--- config.mk ---
export PLATFORM = sky130hd
export DESIGN_NAME = mem_portb_reader
export DESIGN_NICKNAME = d
export VERILOG_FILES = /design/src/rtl/mem_portb_reader.sv
export SDC_FILE = /design/constraint.sdc
export NUM_CORES = 1
export LEC_CHECK = 0
export ABC_AREA = 0
export CORE_UTILIZATION = 32
export DETAILED_ROUTE_END_ITERATION = 6
export PLACE_DENSITY = 0.57
export SYNTH_ARGS = -nofsm -noshare
export SYNTH_HDL_FRONTEND = slang
export SYNTH_SLANG_ARGS = --single-unit
--- constraint.sdc ---
create_clock -name clk -period 3.5 [get_ports clk]
set_clock_uncertainty 0.2 [all_clocks]
set_input_delay 1.05 -clock clk [delete_from_list [all_inputs] [get_ports clk]]
set_output_delay 1.05 -clock clk [all_outputs]
set_load 0.02 [all_outputs]
--- src/rtl/mem_portb_reader.sv ---
// Streams a contiguous range of data memory out of the spare read port B over valid/ready.
// Optional running checksum of popped words: define PORTB_CHECKSUM_EN.
//
// state | meaning
// IDLE  | waiting for start; address_b holds the last issued address
// READ  | issuing one port-B read per cycle while FIFO credit allows
// DRAIN | all reads issued; waiting for returns and consumer to empty the FIFO
module mem_portb_reader #(
  parameter int ADDR_W     = 18,
  parameter int DATA_W     = 24,
  parameter int LEN_W      = 18,
  parameter int RD_LAT     = 1,
  parameter int FIFO_DEPTH = 4
) (
  input  logic              clk,
  input  logic              rst,
  input  logic              start,
  input  logic              abort,
  input  logic [ADDR_W-1:0] base_addr,
  input  logic [LEN_W-1:0]  length,
  output logic              busy,
  output logic              done,
  output logic [ADDR_W-1:0] address_b,
  input  logic [DATA_W-1:0] read_data_b,
  output logic [DATA_W-1:0] out_data,
  output logic              out_valid,
  input  logic              out_ready,
  output logic              out_last
`ifdef PORTB_CHECKSUM_EN
  ,
  output logic [DATA_W-1:0] checksum
`endif
);

  localparam int PW = $clog2(FIFO_DEPTH);
  localparam int CW = PW + 1;

  typedef enum logic [1:0] {
    IDLE  = 2'd0,
    READ  = 2'd1,
    DRAIN = 2'd2
  } state_t;

  state_t state, state_nxt;

  logic [ADDR_W-1:0] addr, addr_hold;
  logic [LEN_W-1:0]  len_q, issued, pop_idx;
  logic [RD_LAT-1:0] tag_sr;
  logic [DATA_W-1:0] fifo_mem [FIFO_DEPTH];
  logic [PW-1:0]     wr_ptr, rd_ptr;
  logic [CW-1:0]     fifo_count, inflight;
  logic              done_q;
  logic              accept, accept_zero, issue, push, pop, drain_done;

  always_comb begin
    inflight = '0;
    for (int i = 0; i < RD_LAT; i++) begin
      inflight = inflight + CW'(tag_sr[i]);
    end
  end

  // Credit counts words already buffered plus reads still in the RAM pipe,
  // so a returning word always finds a free FIFO slot.
  assign issue       = (state == READ) &&
                       (({1'b0, fifo_count} + {1'b0, inflight}) < (CW+1)'(FIFO_DEPTH));
  assign accept      = (state == IDLE) && start && !abort && (length != '0);
  assign accept_zero = (state == IDLE) && start && !abort && (length == '0);
  assign push        = tag_sr[RD_LAT-1];
  assign pop         = out_valid && out_ready;
  assign drain_done  = (state == DRAIN) && (inflight == '0) && (fifo_count == '0);

  // State register
  always_ff @(posedge clk or negedge rst) begin
    if (!rst) state <= IDLE;
    else      state <= state_nxt;
  end

  // Next-state logic
  always_comb begin
    state_nxt = state;
    if (abort) begin
      state_nxt = IDLE;
    end else begin
      case (state)
        IDLE:    if (start && (length != '0)) state_nxt = READ;
        READ:    if (issue && (issued == len_q - LEN_W'(1))) state_nxt = DRAIN;
        DRAIN:   if (drain_done) state_nxt = IDLE;
        default: state_nxt = IDLE;
      endcase
    end
  end

  // Outputs
  always_comb begin
    busy      = (state != IDLE);
    done      = done_q;
    address_b = issue ? addr : addr_hold;
    out_valid = (fifo_count != '0);
    out_data  = out_valid ? fifo_mem[rd_ptr] : '0;
    out_last  = out_valid && (pop_idx == len_q - LEN_W'(1));
  end

  always_ff @(posedge clk or negedge rst) begin
    if (!rst) begin
      addr      <= '0;
      addr_hold <= '0;
      len_q     <= '0;
      issued    <= '0;
      pop_idx   <= '0;
      done_q    <= 1'b0;
    end else begin
      done_q <= !abort && (drain_done || accept_zero);
      if (accept) begin
        addr    <= base_addr;
        len_q   <= length;
        issued  <= '0;
        pop_idx <= '0;
      end else begin
        if (issue) begin
          addr      <= addr + ADDR_W'(1);
          addr_hold <= addr;
          issued    <= issued + LEN_W'(1);
        end
        if (pop) pop_idx <= pop_idx + LEN_W'(1);
      end
    end
  end

  always_ff @(posedge clk or negedge rst) begin
    if (!rst) begin
      tag_sr <= '0;
    end else if (abort) begin
      tag_sr <= '0;
    end else begin
      tag_sr[0] <= issue;
      for (int i = 1; i < RD_LAT; i++) begin
        tag_sr[i] <= tag_sr[i-1];
      end
    end
  end

  always_ff @(posedge clk or negedge rst) begin
    if (!rst) begin
      wr_ptr     <= '0;
      rd_ptr     <= '0;
      fifo_count <= '0;
    end else if (abort) begin
      wr_ptr     <= '0;
      rd_ptr     <= '0;
      fifo_count <= '0;
    end else begin
      if (push) wr_ptr <= wr_ptr + PW'(1);
      if (pop)  rd_ptr <= rd_ptr + PW'(1);
      if (push && !pop)      fifo_count <= fifo_count + CW'(1);
      else if (pop && !push) fifo_count <= fifo_count - CW'(1);
    end
  end

  // Storage needs no reset: out_data is gated by out_valid.
  always_ff @(posedge clk) begin
    if (push && !abort) fifo_mem[wr_ptr] <= read_data_b;
  end

`ifdef PORTB_CHECKSUM_EN
  always_ff @(posedge clk or negedge rst) begin
    if (!rst)        checksum <= '0;
    else if (accept) checksum <= '0;
    else if (pop)    checksum <= checksum + out_data;
  end
`endif

endmodule

==> Yosys cells after proc, flatten, opt, wreduce, memory -nomap -nowiden <==
Memory sizes are Yosys's and may differ from the RTL's.
Index checks and enable logic that the tools add are counted.
W data, S select, Z words.
{ "word_totals": {"ff_bits": 101, "in_bits": 65, "mem_count": 1, "ram_bits": 96} }
{ "classes": {"eq_ne": 7, "muxes": 23, "order_cmp": 1, "n_addsub": 9, "reduce_logical": 32} }
{ "memory_table": {"columns": ["name", "depth", "width", "read_ports", "rd_ports_with_merged_regs", "write_ports", "line_no", "text"], "rows": [
  ["fifo_mem", 4, 24, 1, 0, 1, "49", "logic [DATA_W-1:0] fifo_mem [FIFO_DEPTH];"]
]} }
{ "op_table": {"columns": ["op", "n"], "rows": [
  ["$mux W18", 7],
  ["$add A18 B1 Y18 const B", 3],
  ["$eq A18 B18 Y1", 2],
  ["$mux W24", 1],
  ["$logic_not A18 Y1", 1],
  ["$reduce_bool A18 Y1", 1],
  ["$sub A18 B1 Y18 const B", 1],
  ["$mux W2", 8],
  ["$logic_and A1 B1 Y1", 15],
  ["$reduce_bool A2 Y1", 5],
  ["$mux W3", 3],
  ["$logic_not A3 Y1", 2],
  ["$ne A3 B2 Y1 const B", 2],
  ["$pmux W2 S3", 1],
  ["$reduce_bool A3 Y1", 2],
  ["$add A2 B1 Y2 const B", 2],
  ["$add A3 B1 Y4", 1],
  ["$lt A4 B3 Y1 const B", 1],
  ["$add A3 B1 Y3 const B", 1],
  ["$logic_not A1 Y1", 3],
  ["$mux W1", 3],
  ["$ne A3 B3 Y1 const B", 1],
  ["$reduce_and A3 Y1", 1],
  ["$sub A3 B1 Y3 const B", 1],
  ["4 further kinds", 4]
]} }

==> Longest topological paths before layout <==
Gate-level depths: netlist (run 1).
{ "logic_depth": {"depth_word": 7, "ltp_mapped": 12, "depth_no_buf": 9} }

==> Worst setup path after synthesis (run 1) <==
OpenSTA, ideal clock, no wires.
{ "synth_path": {"kind": "register to output", "startpoint": "register len_q[0]", "endpoint": "output port out_last", "path_stages_with_launch": 13, "required_ps": 2250, "slack_ps": -677, "n_path_buf": 3, "t_arrival_ps": 2927, "path_cell_list": "dfrtp_1 -> inv_1 -> ha_1 -> buf_2 -> or4b_1 -> buf_2 -> or2_0 -> clkbuf_1 -> nor3b_1 -> a21oi_1 -> a21oi_1 -> o2111ai_1 -> nor4_1"} }
{ "synth_via": {"elab_chain_cells": 3} }
{ "synth_rtl": {"columns": ["element", "line_no", "text"], "rows": [
  ["from (decl)", "47", "logic [LEN_W-1:0] len_q, issued, pop_idx;"],
  ["from (signal assigned)", "115", "len_q <= length;"],
  ["$sub A18 B1 Y18", "100", "out_last = out_valid && (pop_idx == len_q - LEN_W'(1));"],
  ["$eq A18 B18 Y1", "100", null],
  ["$logic_and A1 B1 Y1", "100", null],
  ["to (decl)", "28", "output logic out_last"]
]} }
No other way between the ends.

==> Worst setup path in the final report (run 1) <==
{ "layout_path": {"startpoint": "register len_q[11]", "endpoint": "output port out_last"} }
Same word-level chain as after synthesis.

==> impl_metrics.tcl, run 1 <==
set metrics [dict create \
    cts_buffer_depth 2 \
    initialDrtViolationCount 328 \
    period_share 1.21 \
    wire_per_inst_um 16.0 \
    ys_seq_area_frac 0.571 \
    vdd_drop_max_uv 307 \
    setup_viol 1 \
    hold_class "reg -> reg" \
    worstPathArrival_ps 2970 \
    antenna_found_initial 0 \
    holdCritStartpoint "addr_hold[17]" \
    cts_tree "built" \
    dpl_worst_slack_ps -799 \
    synth_flop_cell "dfrtp_1" \
    maxCapViolCount 0 \
    area_delta_synth_final_pct 30.6 \
    synth_cell_type_count 58 \
    num-fill-cells 2717 \
    yosysWarnings 0 \
    netlist_area_um2 9470 \
    clk_pin_slew_ps 80 \
    first_pass_iters 4 \
    ant_nets 0 \
    cp-end-kind "primary output" \
    cpPeakStageDelay_ps 540 \
    hold_violations 0 \
    detailroute.via_count 6552 \
    drive_above_1_share 0.190 \
    start_kind "flop" \
    synth_fp_nets 883 \
    critical_path_buf_inv_count 1 \
    hold_ws_ps 270 \
    hpwl_um 15500 \
    cts_sinks 197 \
    crit_top_cell "or4_4" \
    wirelength_um 22000 \
    grt_max_degree 41 \
    nets 1057 \
    finalCriticalPeriod_ps 4220 \
    yosys-top-cells-count "125 x nand2_1, 101 x dfrtp_1, 96 x edfxtp_1" \
    clock_latency_ps 450 \
    rows 62 \
    synth.avg_cell_area_um2 11.7 \
    path_cells "or4_4 -> or4_4 -> nor3_4 -> xor2_1 -> xnor2_1 -> nand4_1 -> nor4_4 -> buf_4" \
    grt_first_pass_wirelength_um 35700 \
    status "finished with violations" \
    cp_top_family "simple AND/OR/NAND/NOR gates" \
    fmax_mhz 237 \
    initial_core_util 0.327 \
    drc 0 \
    violations "setup timing" \
    slew_viol_final 0 \
    slew-limit-headroom 0.583 \
    synth_cells 809 \
    grt_use_total 0.152 \
    port_buffers 110 \
    tightestPinTransition_ps 610 \
    io_pins 111 \
    gp_congestion 0.850 \
    die_w_um 174 \
    dieArea_um2 30300 \
    rsz0062_at_grt "true" \
    ys_ff_latch 197 \
    r2r-start "len_q[1]" \
    path_max_fanout 2 \
    ctsHoldBuffers 0 \
    postSynth.asyncResetShare 0.513 \
    synth_most_common_cell "nand2_1" \
    cts-root-buf "clkbuf_16" \
    ys_top_cells_by_area "edfxtp_1 30%, dfrtp_1 27%, mux4_2 5.7%" \
    cts_htree_levels 4 \
    core_um2 28900 \
    startpoint "len_q[11]" \
    setup_ws_ps -725 \
    cp_slowest_cell "or4_4" \
    synth_edf_count 96 \
    worst_ep_required_time_ps 2250 \
    crit_type "reg -> out" \
    power.density_nw_per_um2 626 \
    p_leak_uw 0.00501 \
    cts_inserted_buffers 17 \
    synth_top_area_frac 0.304 \
    first_global_vias 6671 \
    p_total_uw 7740 \
    vias_per_cell 4.75 \
    n_antenna_cell 0 \
    synth.largest_area_cell "edfxtp_1" \
    grt.overflow.total 0 \
    die_h_um 174 \
]
-- area by class of cell --
type                            count  area (um^2)  area share
Clock inverter                     15          199      0.0161
Clock buffer                       17          425      0.0344
Tap cell                          384          480      0.0388
Multi-Input combinational cell    553         3930       0.318
Inverter                           12         45.0     0.00364
Timing Repair Buffer              202         1880       0.152
Sequential cell                   197         5410       0.437
-- layout by cell type, fill, tap and decap left out, types with 10 or more instances in the layout --
| master | instances |
|---|---|
| inv_1 | 11 |
| edfxtp_1 | 96 |
| dfrtp_1 | 100 |
| dlygate4sd2_1 | 42 |
| nand4_1 | 18 |
| nand2_1 | 125 |
| clkdlybuf4s50_1 | 66 |
| nor2_1 | 68 |
| nand3_1 | 18 |
| nor3_1 | 11 |
| o21ai_0 | 31 |
| and3_1 | 10 |
| mux2_2 | 15 |
| buf_12 | 11 |
| buf_4 | 82 |
| clkbuf_16 | 17 |
| mux4_2 | 24 |
| and2_1 | 31 |
| xor2_1 | 50 |
| xnor2_1 | 34 |
-- path summary, 6_finish.rpt --
| path | end | slack, ps | depth (start not counted) |
|---|---|---|---|
| setup / recovery | out_last | -720 | 8 |
| hold / removal | addr_hold[17] | 270 | 2 |
| max in group asynchronous | addr_hold[0] | 2110 | 2 |
| setup reg to reg | state[0] | 380 | 11 |
| hold reg to reg | addr_hold[17] | 270 | 2 |
| min in group asynchronous | len_q[14] | 370 | 1 |
-- logic make-up (layout without fill, tap and decap cells) --
| kind of cell | Yosys count | after routing | synth area share |
|---|---|---|---|
| and+or+nand+nor | 345 | 345 | 0.178 |
| DFF | 197 | 197 | 0.571 |
| xor gates and xnor gates | 88 | 88 | 0.0872 |
| AOI/OAI and AO/OA | 69 | 69 | 0.0478 |
| buffers and inverters | 59 | 246 | 0.0248 |
| muxes | 42 | 42 | 0.0781 |
| adders and majority gates | 9 | 9 | 0.0127 |
-- per-stage QoR --
stage | instance area [um^2] | std cells | utilization | TNS [ps]
finish | 12400 | 1380 | 0.427 | -725
detailed placement | 11700 | 1342 | 0.404 | -799
global placement | 11700 | 1342 | 0.404 | -743
CTS | 12300 | 1377 | 0.425 | -746
floorplan | 9510 | 809 | - | -297
global route | 12400 | 1380 | 0.427 | -887
-- routing by layer --
layer	GRT usage	routed length, um	up-vias
li1	-	-	3213
met1	0.202	10300	3245
met5	0	0	-
met4	0.0450	233	0
met3	0.0287	597	15
met2	0.250	10900	79
-- sequential cells by signal (all words and copies together), names as in the netlist --
signal	count
pop_idx	18
rd_ptr	2
wr_ptr	2
push	1
state	2
done	1
fifo_count	3
len_q	18
addr	18
addr_hold	18
issued	18
fifo_mem	96
-- where the power goes --
part	internal (uW)	total, uW	switching, uW
clock	1050	2050	1010
sequential	2710	2910	207
combinational	1290	2780	1490
-- worst min-delay path: stages (launching register included) --
cell and delay [ps]:
dfrtp_1 320, nand2_1 60, nand2_1 60
-- timing repair --
item,CTS,global route
pin swaps,6,8
resized for setup,51,10
setup endpoints to repair,43,1
buffers inserted,3,3
hold endpoints to repair,0,0
Power figures use the tool's default switching activity.
==> run 2: changes to the inputs <==
--- a/config.mk
+++ b/config.mk
@@ -8,7 +8,9 @@
 export ABC_AREA = 0
 export CORE_UTILIZATION = 32
 export DETAILED_ROUTE_END_ITERATION = 6
-export PLACE_DENSITY = 0.57
+export HOLD_SLACK_MARGIN = 0.05
+export PLACE_DENSITY = 0.49
+export SLEW_MARGIN = 5
 export SYNTH_ARGS = -nofsm -noshare
 export SYNTH_HDL_FRONTEND = slang
 export SYNTH_SLANG_ARGS = --single-unit
==> run 2 against run 1 <==
Compared with the run above: the flow still finishes with violations (setup timing); via count grew 1.3%; register-to-register slack got worse by 230 ps; clock power is 5% lower; largest cell class unchanged.
==> impl_metrics.tcl, run 2 (synthesized netlist as in run 1, its figures left out) <==
set metrics [dict create \
    dieArea_um2 30300 \
    layout_common_cells "125 x nand2_1, 101 x dfrtp_1, 101 x buf_4" \
    rows 62 \
    setup_ws_ps -719 \
    first_global_vias 6735 \
    setup_viol 1 \
    cts-root-buf "clkbuf_16" \
    finalCriticalPeriod_ps 4220 \
    core_um2 28900 \
    antenna_found_initial 1 \
    maxCapViolCount 0 \
    worstPathArrival_ps 2970 \
    use_met2 0.254 \
    largest_reg_flops 96 \
    cts_tree "built" \
    p_leak_uw 0.00511 \
    status "finished with violations" \
    gp_congestion 0.841 \
    cts_buffer_depth 2 \
    nets 1077 \
    cp-end-kind "primary output" \
    wire_per_inst_um 16.6 \
    start_kind "flop" \
    port_buffers 110 \
    drc 0 \
    grt_first_pass_wirelength_um 37600 \
    largest_register "fifo_mem" \
    grt_use_total 0.159 \
    hold_class "reg -> reg" \
    cts_htree_levels 4 \
    path_max_fanout 2 \
    cts_inserted_buffers 17 \
    vdd_drop_max_uv 376 \
    use_met3 0.0287 \
    final_common_cell "nand2_1" \
    placed_area_um2 11800 \
    slew_viol_final 0 \
    clock_latency_ps 440 \
    first_pass_iters 4 \
    violations "setup timing" \
    rsz0062_at_grt "true" \
    cts_sinks 197 \
    area_delta_synth_final_pct 32.2 \
    ctsHoldBuffers 0 \
    period_share 1.21 \
    detailroute.via_count 6638 \
    finalSetupTns_ps -719 \
    hpwl_um 16200 \
    power.density_nw_per_um2 615 \
    hold_violations 0 \
    use_met1 0.225 \
    ant_nets 0 \
    slew-limit-headroom 0.598 \
    die_w_um 174 \
    hold_ws_ps 272 \
    initial_core_util 0.327 \
    num-fill-cells 2736 \
    crit_type "reg -> out" \
    initialDrtViolationCount 376 \
    n_antenna_cell 0 \
    tightestPinTransition_ps 588 \
    fmax_mhz 237 \
    busiest_layer "met2" \
    stdcell_area_um2 12500 \
    clk_pin_slew_ps 80 \
    grt_max_degree 48 \
    grt.overflow.total 0 \
    final_util 0.433 \
    worst_ep_required_time_ps 2250 \
    drive_above_1_share 0.208 \
    wirelength_um 23200 \
    die_h_um 174 \
    vias_per_cell 4.74 \
    io_pins 111 \
]
run 2: area by class of cell:
type | instances | area [um^2] | area share
clock buffer | 17 | 425 | 0.0340
clock inverter | 15 | 150 | 0.0120
inverter | 12 | 45.0 | 0.00360
multi-input combinational | 553 | 3950 | 0.316
sequential | 197 | 5410 | 0.432
tap | 384 | 480 | 0.0384
timing repair buffer | 222 | 2060 | 0.164
run 2: routing by layer:
metal | part of all wire | vias to the layer above
met4 | 0.0088 | 2
met1 | 0.49 | 3275
met2 | 0.47 | 88
li1 | - | 3257
met3 | 0.032 | 16
met5 | 0.00073 | -
run 2: stage by stage:
step / total power, uW / std cells / worst slack, ps
floorplan: 4600 / 809 / -297
global placement: 5950 / 1357 / -810
detailed placement: 5960 / 1357 / -869
CTS: 7800 / 1395 / -681
global route: 8180 / 1400 / -847
finish: 7710 / 1400 / -719
run 2: path summary, 6_finish.rpt:
check,startpoint,to,slack [ps],depth (start not counted)
worst max-delay path,len_q[11],out_last,-720,8
worst min-delay path,addr_hold[13],addr_hold[13],270,2
worst max register to register,len_q[0],state[0],150,13
worst min register to register,addr_hold[13],addr_hold[13],270,2
max in group asynchronous,rst,pop_idx[2],2020,2
min in group asynchronous,rst,issued[16],360,1
run 2: what timing repair did:
item                                    4_1_cts  5_1_grt
gates cloned                                  1        0
setup buffers                                 5        5
gates resized for setup                      54       12
endpoints found under the hold margin         0        0
endpoints found under the setup margin       43        1
pin swaps                                     8       11
run 2: critical path: stages (launching register included):
cell and delay (ps):
dfrtp_1 380, or4_4 530, or4_4 450, nor3_4 200, xor2_1 200, xnor2_1 140
nand4_1 160, nor4_4 300, buf_4 190
run 2: report_power, final:
part           leakage [uW]  switching, uW  internal (uW)
Sequential          0.00217            198           2710
Clock              0.000286            981            958
Combinational       0.00266           1510           1350
==> run 3: changes to the inputs <==
--- a/config.mk
+++ b/config.mk
@@ -10,6 +10,7 @@
 export DETAILED_ROUTE_END_ITERATION = 6
 export HOLD_SLACK_MARGIN = 0.05
 export PLACE_DENSITY = 0.49
+export SKIP_LAST_GASP = 1
 export SLEW_MARGIN = 5
 export SYNTH_ARGS = -nofsm -noshare
 export SYNTH_HDL_FRONTEND = slang
==> results of run 3 <==
No change in the layout: final DEF, timing and power equal those of run 2.
